### config.mk
export PLATFORM = sky130hd
export DESIGN_NAME = tile_draw_engine
export DESIGN_NICKNAME = d
export VERILOG_FILES = /design/src/rtl/tile_pkg.sv /design/src/rtl/raster_counter.sv /design/src/rtl/tile_draw_engine.sv
export SDC_FILE = /design/constraint.sdc
export NUM_CORES = 1
export LEC_CHECK = 0
export ABC_AREA = 0
export CAP_MARGIN = 10
export CORE_ASPECT_RATIO = 0.75
export CORE_MARGIN = 1.5
export CORE_UTILIZATION = 48
export CTS_CLUSTER_DIAMETER = 120
export DETAILED_ROUTE_END_ITERATION = 7
export PLACE_DENSITY = 0.75
export REMOVE_ABC_BUFFERS = 1
export SYNTH_ARGS = -nofsm -noshare
export SYNTH_HDL_FRONTEND = slang
export SYNTH_HIERARCHICAL = 1
export SYNTH_SLANG_ARGS = --single-unit
### constraint.sdc
create_clock -name CLOCK_50 -period 4.05 [get_ports CLOCK_50]
set_clock_uncertainty 0.05 [all_clocks]
set_input_delay 0.6075 -clock CLOCK_50 [delete_from_list [all_inputs] [get_ports CLOCK_50]]
set_output_delay 0.6075 -clock CLOCK_50 [all_outputs]
set_load 0.05 [all_outputs]
### src/rtl/tile_pkg.sv
// Shared constants, FSM encoding and a small helper for the tile fill engine.
package tile_pkg;

  localparam int TILE_W   = 40;
  localparam int TILE_H   = 30;
  localparam int SCREEN_H = 120;
  localparam int NUM_COLS = 4;

  typedef enum logic [1:0] {
    ST_IDLE = 2'd0,
    ST_DRAW = 2'd1,
    ST_DONE = 2'd2
  } state_e;

  // Row is drawable only when it lies above the bottom edge of the screen.
  function automatic logic row_visible(input logic [7:0] row, input int screen_h);
    return (int'(row) < screen_h);
  endfunction

endpackage

### src/rtl/raster_counter.sv
// Raster-order xc/yc counter; exposes its next-state values so the pixel
// address can be registered in the same cycle the counter moves.
module raster_counter
  import tile_pkg::*;
#(
  parameter int W  = TILE_W,
  parameter int H  = TILE_H,
  parameter int XW = $clog2(W),
  parameter int YW = $clog2(H)
) (
  input  logic          clk_i,
  input  logic          rst_ni,
  input  logic          clr_i,
  input  logic          en_i,
  output logic [XW-1:0] xc_nxt_o,
  output logic [YW-1:0] yc_nxt_o,
  output logic          last_o
);

  logic [XW-1:0] xc_q, xc_d;
  logic [YW-1:0] yc_q, yc_d;

  always_comb begin
    xc_d = xc_q;
    yc_d = yc_q;
    if (clr_i) begin
      xc_d = '0;
      yc_d = '0;
    end else if (en_i) begin
      if (xc_q == XW'(W - 1)) begin
        xc_d = '0;
        yc_d = (yc_q == YW'(H - 1)) ? '0 : yc_q + 1'b1;
      end else begin
        xc_d = xc_q + 1'b1;
      end
    end else begin
      xc_d = xc_q;
      yc_d = yc_q;
    end
  end

  always_ff @(posedge clk_i or negedge rst_ni) begin
    if (!rst_ni) begin
      xc_q <= '0;
      yc_q <= '0;
    end else begin
      xc_q <= xc_d;
      yc_q <= yc_d;
    end
  end

  assign xc_nxt_o = xc_d;
  assign yc_nxt_o = yc_d;
  assign last_o   = (xc_q == XW'(W - 1)) && (yc_q == YW'(H - 1));

endmodule

### src/rtl/tile_draw_engine.sv
// Fills one TILE_W x TILE_H rectangle, one registered pixel per cycle, with
// rows at or below SCREEN_H suppressed but still timed.
module tile_draw_engine
  import tile_pkg::*;
#(
  parameter int TILE_W   = tile_pkg::TILE_W,
  parameter int TILE_H   = tile_pkg::TILE_H,
  parameter int SCREEN_H = tile_pkg::SCREEN_H
) (
  input  logic        CLOCK_50,
  input  logic        resetn,
  input  logic        start,
  input  logic [1:0]  col,
  input  logic [6:0]  y_top,
  input  logic [23:0] color,
  output logic        busy,
  output logic        done,
  output logic [7:0]  VGA_X,
  output logic [6:0]  VGA_Y,
  output logic [23:0] VGA_COLOR,
  output logic        plot
);

  localparam int XW = $clog2(TILE_W);
  localparam int YW = $clog2(TILE_H);

  state_e state_q, state_d;

  logic [1:0]    col_q;
  logic [6:0]    ytop_q;
  logic [23:0]   color_q;
  logic          accept_s, adv_s, last_s;
  logic [XW-1:0] xc_nxt_s;
  logic [YW-1:0] yc_nxt_s;
  logic [1:0]    col_sel_s;
  logic [6:0]    ytop_sel_s;
  logic [23:0]   color_sel_s;
  logic [7:0]    x_nxt_s, y_nxt_s;
  logic [7:0]    vga_x_q;
  logic [6:0]    vga_y_q;
  logic [23:0]   vga_color_q;
  logic          plot_q;

  always_ff @(posedge CLOCK_50 or negedge resetn) begin
    if (!resetn) state_q <= ST_IDLE;
    else         state_q <= state_d;
  end

  always_comb begin
    state_d = state_q;
    case (state_q)
      ST_IDLE: if (start) state_d = ST_DRAW; else state_d = ST_IDLE;
      ST_DRAW: if (last_s) state_d = ST_DONE; else state_d = ST_DRAW;
      ST_DONE: state_d = ST_IDLE;
      default: state_d = ST_IDLE;
    endcase
  end

  always_comb begin
    accept_s = 1'b0;
    adv_s    = 1'b0;
    busy     = 1'b0;
    done     = 1'b0;
    case (state_q)
      ST_IDLE: accept_s = start;
      ST_DRAW: begin
        busy  = 1'b1;
        adv_s = ~last_s;
      end
      ST_DONE: begin
        busy = 1'b1;
        done = 1'b1;
      end
      default: begin
        accept_s = 1'b0;
        adv_s    = 1'b0;
      end
    endcase
  end

  always_ff @(posedge CLOCK_50 or negedge resetn) begin
    if (!resetn) begin
      col_q   <= 2'd0;
      ytop_q  <= 7'd0;
      color_q <= 24'd0;
    end else if (accept_s) begin
      col_q   <= col;
      ytop_q  <= y_top;
      color_q <= color;
    end
  end

  raster_counter #(
    .W (TILE_W),
    .H (TILE_H)
  ) u_raster (
    .clk_i    (CLOCK_50),
    .rst_ni   (resetn),
    .clr_i    (accept_s),
    .en_i     (adv_s),
    .xc_nxt_o (xc_nxt_s),
    .yc_nxt_o (yc_nxt_s),
    .last_o   (last_s)
  );

  // On the accepting edge the live inputs feed pixel (0,0) directly, giving one-cycle latency.
  always_comb begin
    col_sel_s   = accept_s ? col   : col_q;
    ytop_sel_s  = accept_s ? y_top : ytop_q;
    color_sel_s = accept_s ? color : color_q;
    x_nxt_s     = 8'(int'(col_sel_s) * TILE_W) + 8'(xc_nxt_s);
    y_nxt_s     = {1'b0, ytop_sel_s} + 8'(yc_nxt_s);
  end

  always_ff @(posedge CLOCK_50 or negedge resetn) begin
    if (!resetn) begin
      vga_x_q     <= 8'd0;
      vga_y_q     <= 7'd0;
      vga_color_q <= 24'd0;
      plot_q      <= 1'b0;
    end else if (state_d == ST_DRAW) begin
      vga_x_q     <= x_nxt_s;
      vga_y_q     <= y_nxt_s[6:0];
      vga_color_q <= color_sel_s;
      plot_q      <= row_visible(y_nxt_s, SCREEN_H);
    end else begin
      plot_q      <= 1'b0;
    end
  end

  assign VGA_X     = vga_x_q;
  assign VGA_Y     = vga_y_q;
  assign VGA_COLOR = vga_color_q;
  assign plot      = plot_q;

endmodule

==> results by group, run 1 <==
Outcome
  – Outcome: finished clean

Power and ir drop
  – NetSw: 331.3 uW
  – Power, Total: 1.650 mW
  – Static leakage: 2.458 nW
  – Switching Fraction: 0.2008
  – P_int: 1.319 mW
  – PD cells: 328.4 mW/mm2
  – Reg power frac: 0.520
  – Comb pwr share: 0.031
  – Clock Power Share: 0.449
  – Worst vdd ir: 0.1697 mV

Setup path
  – Critical path fanouts, max: 9
  – Worst Path Arrival: 3.95 ns
  – Critical path type: reg -> reg
  – Crit start category: flop
  – Critical Path RT: 4.27 ns
  – CP Capture Type: flop

STA
  – Final period util: 0.9214
  – Setup violations, final: 0
  – PnR worst setup slack: 0.3182 ns
  – Worst slew pin tran: 1.069 ns
  – Peak Freq: 0.2680 GHz
  – Final setup TNS: 0 ns
  – Rel. slew slack: 0.2872
  – Unrepaired setup endpoints after global routing: no
  – Fin Hold WS: 0.3734 ns
  – Max Slew Vio Count: 0
  – Fin. Hold Viols: 0
  – Crit path time final: 3.732 ns

Placed design
  – RePlAce Congestion: 0.8387
  – DPL Wire Length: 5369 um
  – Port bufs: 77
  – Setup WS pre-CTS: 0.2584 ns

Yosys
  – Largest cells by area after synthesis: dfrtp_1 (55%), mux2_2 (9.5%), mux2_4 (8.4%), ha_1 (4.5%), nand2_1 (2.5%)
  – Post-Syn Area: 0.003915 mm2
  – Syn avg cell area: 13.18 um2
  – Post-synth top area share: 0.5497
  – Synth cell types: 48
  – Sequential fraction of the synthesis area: 0.5497
  – FFs w/ async S/R, synth: 1.000
  – Synth Flop Type: dfrtp_1
  – Synth warn: 6
  – Number of synthesized flops with an enable pin: 0
  – Synthesis-stage register bit count: 86
  – Synth Instances: 297
  – Largest area contributor in the netlist: dfrtp_1

Floorplan
  – Die Ht: 81.21 um
  – Core Region: 0.007883 mm2
  – Initial Util: 0.4967
  – Die footprint: 0.008713 mm2
  – Die width: 107.3 um
  – Placement Rows: 28
  – # IOs: 78

Min path
  – Worst hold path class: in -> async

GRT
  – Vias in the first global route: 2568
  – Overall routing resource usage: 0.1924
  – Initial antenna violation count: 0
  – First-pass GRT wire length: 12720 um
  – Largest net degree at the start of global routing: 87
  – Grt total ovfl: 0

Detailed routing
  – WL/cell: 15.83 um
  – Vias per cell: 5.199
  – Pre-antenna DRT Iters: 4
  – Iteration-0 DRC Markers: 76
  – Routed Antenna Nets: 0
  – Drc violations: 0
  – Via count: 2537
  – DRT Wirelength: 7726 um

Clock tree
  – Clock transition at the registers of the reported paths: 0.09 ns
  – Post-CTS Setup Bufs: 0
  – H-tree Lvls: 3
  – Hold Buf Count CTS: 0
  – Clock root cell: clkbuf_8
  – Clock Latency Late Sink: 0.36 ns
  – CTS tree: done
  – # resized after CTS: 0
  – Clk sink count: 86
  – Num CTS Buffers: 9
  – CTS Buffer Depth: 2

Run
  – MaxCap Viol Count: 0

Layout
  – Fin nets: 430
  – Fillers: 630
  – Commonest cells after routing, fill and taps aside: dfrtp_1 (86), clkdlybuf4s50_1 (76), mux2_2 (33)
  – Most common cell after layout, fill and taps aside: dfrtp_1
  – P&R area growth vs syn: 28.35%
  – Footprint of the multi-input gates: 0.001647 mm2
  – Seq. cell area: 0.002152 mm2
  – Antenna Cells: 0
  – Share of layout cells above drive strength 1: 0.2193
[worst max-delay path: stages, from the launching register on]
cell	delay [ns]
dfrtp_1	0.42
ha_1	0.27
nand2_1	0.13
nor3_1	0.07
nand2b_1	0.22
inv_1	0.21
nand3_1	0.28
or4_1	0.61
a21oi_2	0.25
ha_1	0.26
a211oi_1	0.25
o21ai_0	0.21
and4_1	0.24
a311oi_2	0.17
[routing by layer]
layer  track usage  vias to the layer above  share of wire
li1              -                     1215              -
met1        0.2673                     1233           0.48
met2        0.2904                       80           0.45
met3       0.06501                        9          0.064
met4       0.04933                        0         0.0082
met5             0                        -              0
[through the flow]
stage | util | instances | instance area (um2)
5_1_grt | 0.6375 | 488 | 5025
6_report | 0.6375 | 488 | 5025
4_1_cts | 0.6370 | 488 | 5021
3_5_place_dp | 0.6046 | 472 | 4766
3_3_place_gp | 0.6046 | 472 | 4766
2_1_floorplan | - | 287 | 3836
[worst paths after layout]
kind | from | to | slack (ns) | cells after the start
max | u_raster/xc_q[0] | plot | 0.32 | 13
min | resetn | VGA_X[6] | 0.37 | 1
max reg2reg | u_raster/xc_q[0] | plot | 0.32 | 13
min reg2reg | VGA_X[3] | VGA_X[3] | 0.42 | 2
max in group asynchronous | resetn | VGA_Y[6] | 2.87 | 1
min in group CLOCK_50 | VGA_X[3] | VGA_X[3] | 0.42 | 2
[sequential cells by signal, summed over array words and instances, names as in the netlist]
signal,cells
VGA_COLOR,24
color_q,24
VGA_X,8
VGA_Y,7
ytop_q,7
u_raster/xc_q,6
u_raster/yc_q,5
col_q,2
state_q,2
plot,1
[Yosys cell counts, types with 2 or more instances]
cell type	instances
o211ai_1	2
nand2_1	26
or4_1	2
fa_1	2
nand3_1	3
mux2_4	22
ha_1	14
and4_1	2
xnor2_1	3
xor2_1	4
or3_1	2
a21o_1	2
buf_2	3
inv_1	13
buf_4	2
nand4_1	5
nor3_1	2
o21ai_0	9
o31ai_1	2
a21oi_1	12
nor2_1	9
buf_6	4
a211oi_1	4
o311ai_0	2
o21a_1	2
dfrtp_1	86
mux2_1	2
nand2b_1	4
mux2_2	33
[area by class of cell]
class / instances / share of cell area
repair buffers: 80 / 0.1574
multi-input cells: 188 / 0.3277
clock buffers: 10 / 0.02739
clock inverters: 6 / 0.02341
inverters: 13 / 0.009711
flip-flops and latches: 86 / 0.4283
well taps: 105 / 0.02615
[logic make-up after synthesis]
family | after synthesis | synth area share
AO/OA/AOI/OAI | 44 | 0.07606
XOR/XNOR | 7 | 0.01566
adder cells (fa/ha/maj) | 16 | 0.05497
buffers and inverters | 23 | 0.03260
flip-flops | 86 | 0.5497
multiplexers | 58 | 0.1886
AND/OR/NAND/NOR | 63 | 0.08245
[power by group through the flow]
stage / Combinational [mW] / Sequential [mW] / Clock [mW]
2_1_floorplan: 0.000750 / 0.875 / 0
5_1_grt: 0.0569 / 0.858 / 0.807
3_5_place_dp: 0.0529 / 0.875 / 0
4_1_cts: 0.0531 / 0.858 / 0.766
3_3_place_gp: 0.0524 / 0.875 / 0
6_report: 0.0514 / 0.858 / 0.741
Power figures use the tool's default switching activity.
==> run 2, diff against run 1 <==
- TNS_END_PERCENT: unset -> 10
==> results of run 2 <==
Final layout, timing and power as in run 1 (identical DEF).
==> run 3, diff against run 2 <==
- clock period: 4.05 -> 3.9 ns (I/O delays scaled with it)
==> run 3 against run 2 <==
  * Die area unchanged
  * Count of clock-buffer cells in the layout up 1
  * Fmax up 4.6%
  * Wire length down 0.58%
  * Sequential share of layout area up 0.26 points
  * Via count up 0.16%
  * Critical endpoint unchanged
  * Largest cell class unchanged
  * Largest power group unchanged
  * Highest routed layer unchanged
==> results by group, run 3 (synthesis results as in run 1) <==
Clock tree
  – # resized after CTS: 0
  – Hold Buf Count CTS: 0
  – Clock Latency Late Sink: 0.34 ns
  – CTS Buffer Depth: 2
  – Clock transition at the registers of the reported paths: 0.09 ns
  – Clk sink count: 86
  – Clock root cell: clkbuf_8
  – CTS tree: done
  – H-tree Lvls: 3
  – Num CTS Buffers: 9
  – Post-CTS Setup Bufs: 0

Min path
  – Worst hold path class: in -> async

Layout
  – Fin nets: 431
  – Final core occ: 0.6337
  – Post-route cell area: 0.004995 mm2
  – Most common cell after layout, fill and taps aside: dfrtp_1
  – P&R area growth vs syn: 27.58%
  – Share of layout cells above drive strength 1: 0.2240
  – Antenna Cells: 0
  – Commonest cells after routing, fill and taps aside: dfrtp_1 (86), clkdlybuf4s50_1 (76), mux2_2 (33)

STA
  – Fin. Hold Viols: 0
  – Unrepaired setup endpoints after global routing: no
  – Setup violations, final: 0
  – Final period util: 0.9145
  – Final setup TNS: 0 ns
  – Fin Hold WS: 0.3536 ns
  – Max Slew Vio Count: 0
  – PnR worst setup slack: 0.3333 ns
  – Peak Freq: 0.2804 GHz
  – Crit path time final: 3.567 ns
  – Worst slew pin tran: 1.081 ns
  – Rel. slew slack: 0.2794

Placed design
  – RePlAce Congestion: 0.8890
  – DPL Wire Length: 5386 um
  – Post-DP Area: 0.004773 mm2
  – Setup WS pre-CTS: 0.2491 ns
  – Port bufs: 77

Setup path
  – Reg-to-reg slack, setup: 0.33 ns
  – CP max stage delay: 0.53 ns
  – CP Capture Type: flop
  – Largest delay share family, worst path: simple AND/OR/NAND/NOR gates
  – Worst Path Buf+Inv: 1
  – Critical path type: reg -> reg
  – Crit start category: flop
  – Worst Path Arrival: 3.76 ns
  – Slowest CP cell: or4_1
  – Critical path fanouts, max: 9
  – Critical Path RT: 4.09 ns
  – Crit-path most repeated cell: ha_1
  – Crit-path cells: ha_1 > nand2_1 > nor3_1 > nand2b_1 > inv_2 > nand3_2 > or4_1 > a21oi_1 > ha_1 > a211oi_1 > o21ai_0 > and4_1 > a311oi_2

Detailed routing
  – Via count: 2541
  – Routed Antenna Nets: 0
  – DRT Wirelength: 7681 um
  – Drc violations: 0
  – Pre-antenna DRT Iters: 4
  – WL/cell: 15.71 um
  – Vias per cell: 5.196
  – Iteration-0 DRC Markers: 135

GRT
  – Met1 track demand over resource: 0.2664
  – Initial antenna violation count: 0
  – Grt total ovfl: 0
  – Overall routing resource usage: 0.1855
  – Vias in the first global route: 2500
  – Busiest grt layer: met2
  – Grt met2 use: 0.2796
  – Met3 Track Usage GR: 0.05457
  – First-pass GRT wire length: 12390 um
  – Largest net degree at the start of global routing: 87

Outcome
  – Outcome: finished clean

Power and ir drop
  – Worst vdd ir: 0.2280 mV
  – Static leakage: 2.450 nW
  – PD cells: 319.9 mW/mm2

Floorplan
  – # IOs: 78
  – Initial Util: 0.4967
  – Die Ht: 81.21 um
  – Core Region: 0.007883 mm2
  – Die width: 107.3 um
  – Placement Rows: 28
  – Die footprint: 0.008713 mm2

Run
  – MaxCap Viol Count: 0
[run 3: cell count changes in the layout (fill, tap and decap cells not counted), sizes merged]
| cell | before | now |
|---|---|---|
| clkbuf | 10 | 11 |
| clkinvlp | 1 | 0 |
| clkinv | 1 | 3 |
| bufinv | 3 | 1 |
| buf | 4 | 5 |
[run 3: layout make-up]
type,count,area [um2]
Fill cell,624,2888
Timing Repair Buffer,81,798.3
Sequential cell,86,2152
Clock buffer,11,151.4
Tap cell,105,131.4
Clock inverter,5,65.06
Multi-Input combinational cell,188,1648
Inverter,13,48.80
[run 3: worst paths after layout]
check                                  from  depth (start not counted)          endpoint
max                        u_raster/xc_q[0]                         13              plot
min                                  resetn                          1          VGA_X[4]
max reg2reg                u_raster/xc_q[0]                         13              plot
min reg2reg                        VGA_X[1]                          2          VGA_X[1]
max in group asynchronous            resetn                          1  u_raster/yc_q[0]
min in group CLOCK_50              VGA_X[1]                          2          VGA_X[1]
[run 3: power by group]
group,switching (mW),total [mW],internal (mW)
sequential,0,0.891,0.891
combinational,0.0226,0.0534,0.0307
clock,0.317,0.654,0.337
total,0.339,1.60,1.26
[run 3: per-layer routing]
metal,vias to the layer above,share of wire,wire length (um)
li1,1216,-,-
met5,-,0,0
met3,2,0.061,470
met4,0,0.0035,27
met1,1250,0.49,3781
met2,73,0.44,3402
[run 3: through the flow]
stage / cells / total power, mW
after floorplan: 287 / 0.9096
after global routing: 489 / 1.671
after CTS: 489 / 1.619
final: 489 / 1.598
after global placement: 473 / 0.9627
after detailed placement: 473 / 0.9633
[run 3: worst reg2reg max path, cell delays in order (launching register included)]
cell and delay [ns]:
dfrtp_1 0.42, ha_1 0.27, nand2_1 0.12, nor3_1 0.06
nand2b_1 0.23, inv_2 0.16, nand3_2 0.17, or4_1 0.54
a21oi_1 0.23, ha_1 0.27, a211oi_1 0.31, o21ai_0 0.22
and4_1 0.25, a311oi_2 0.18
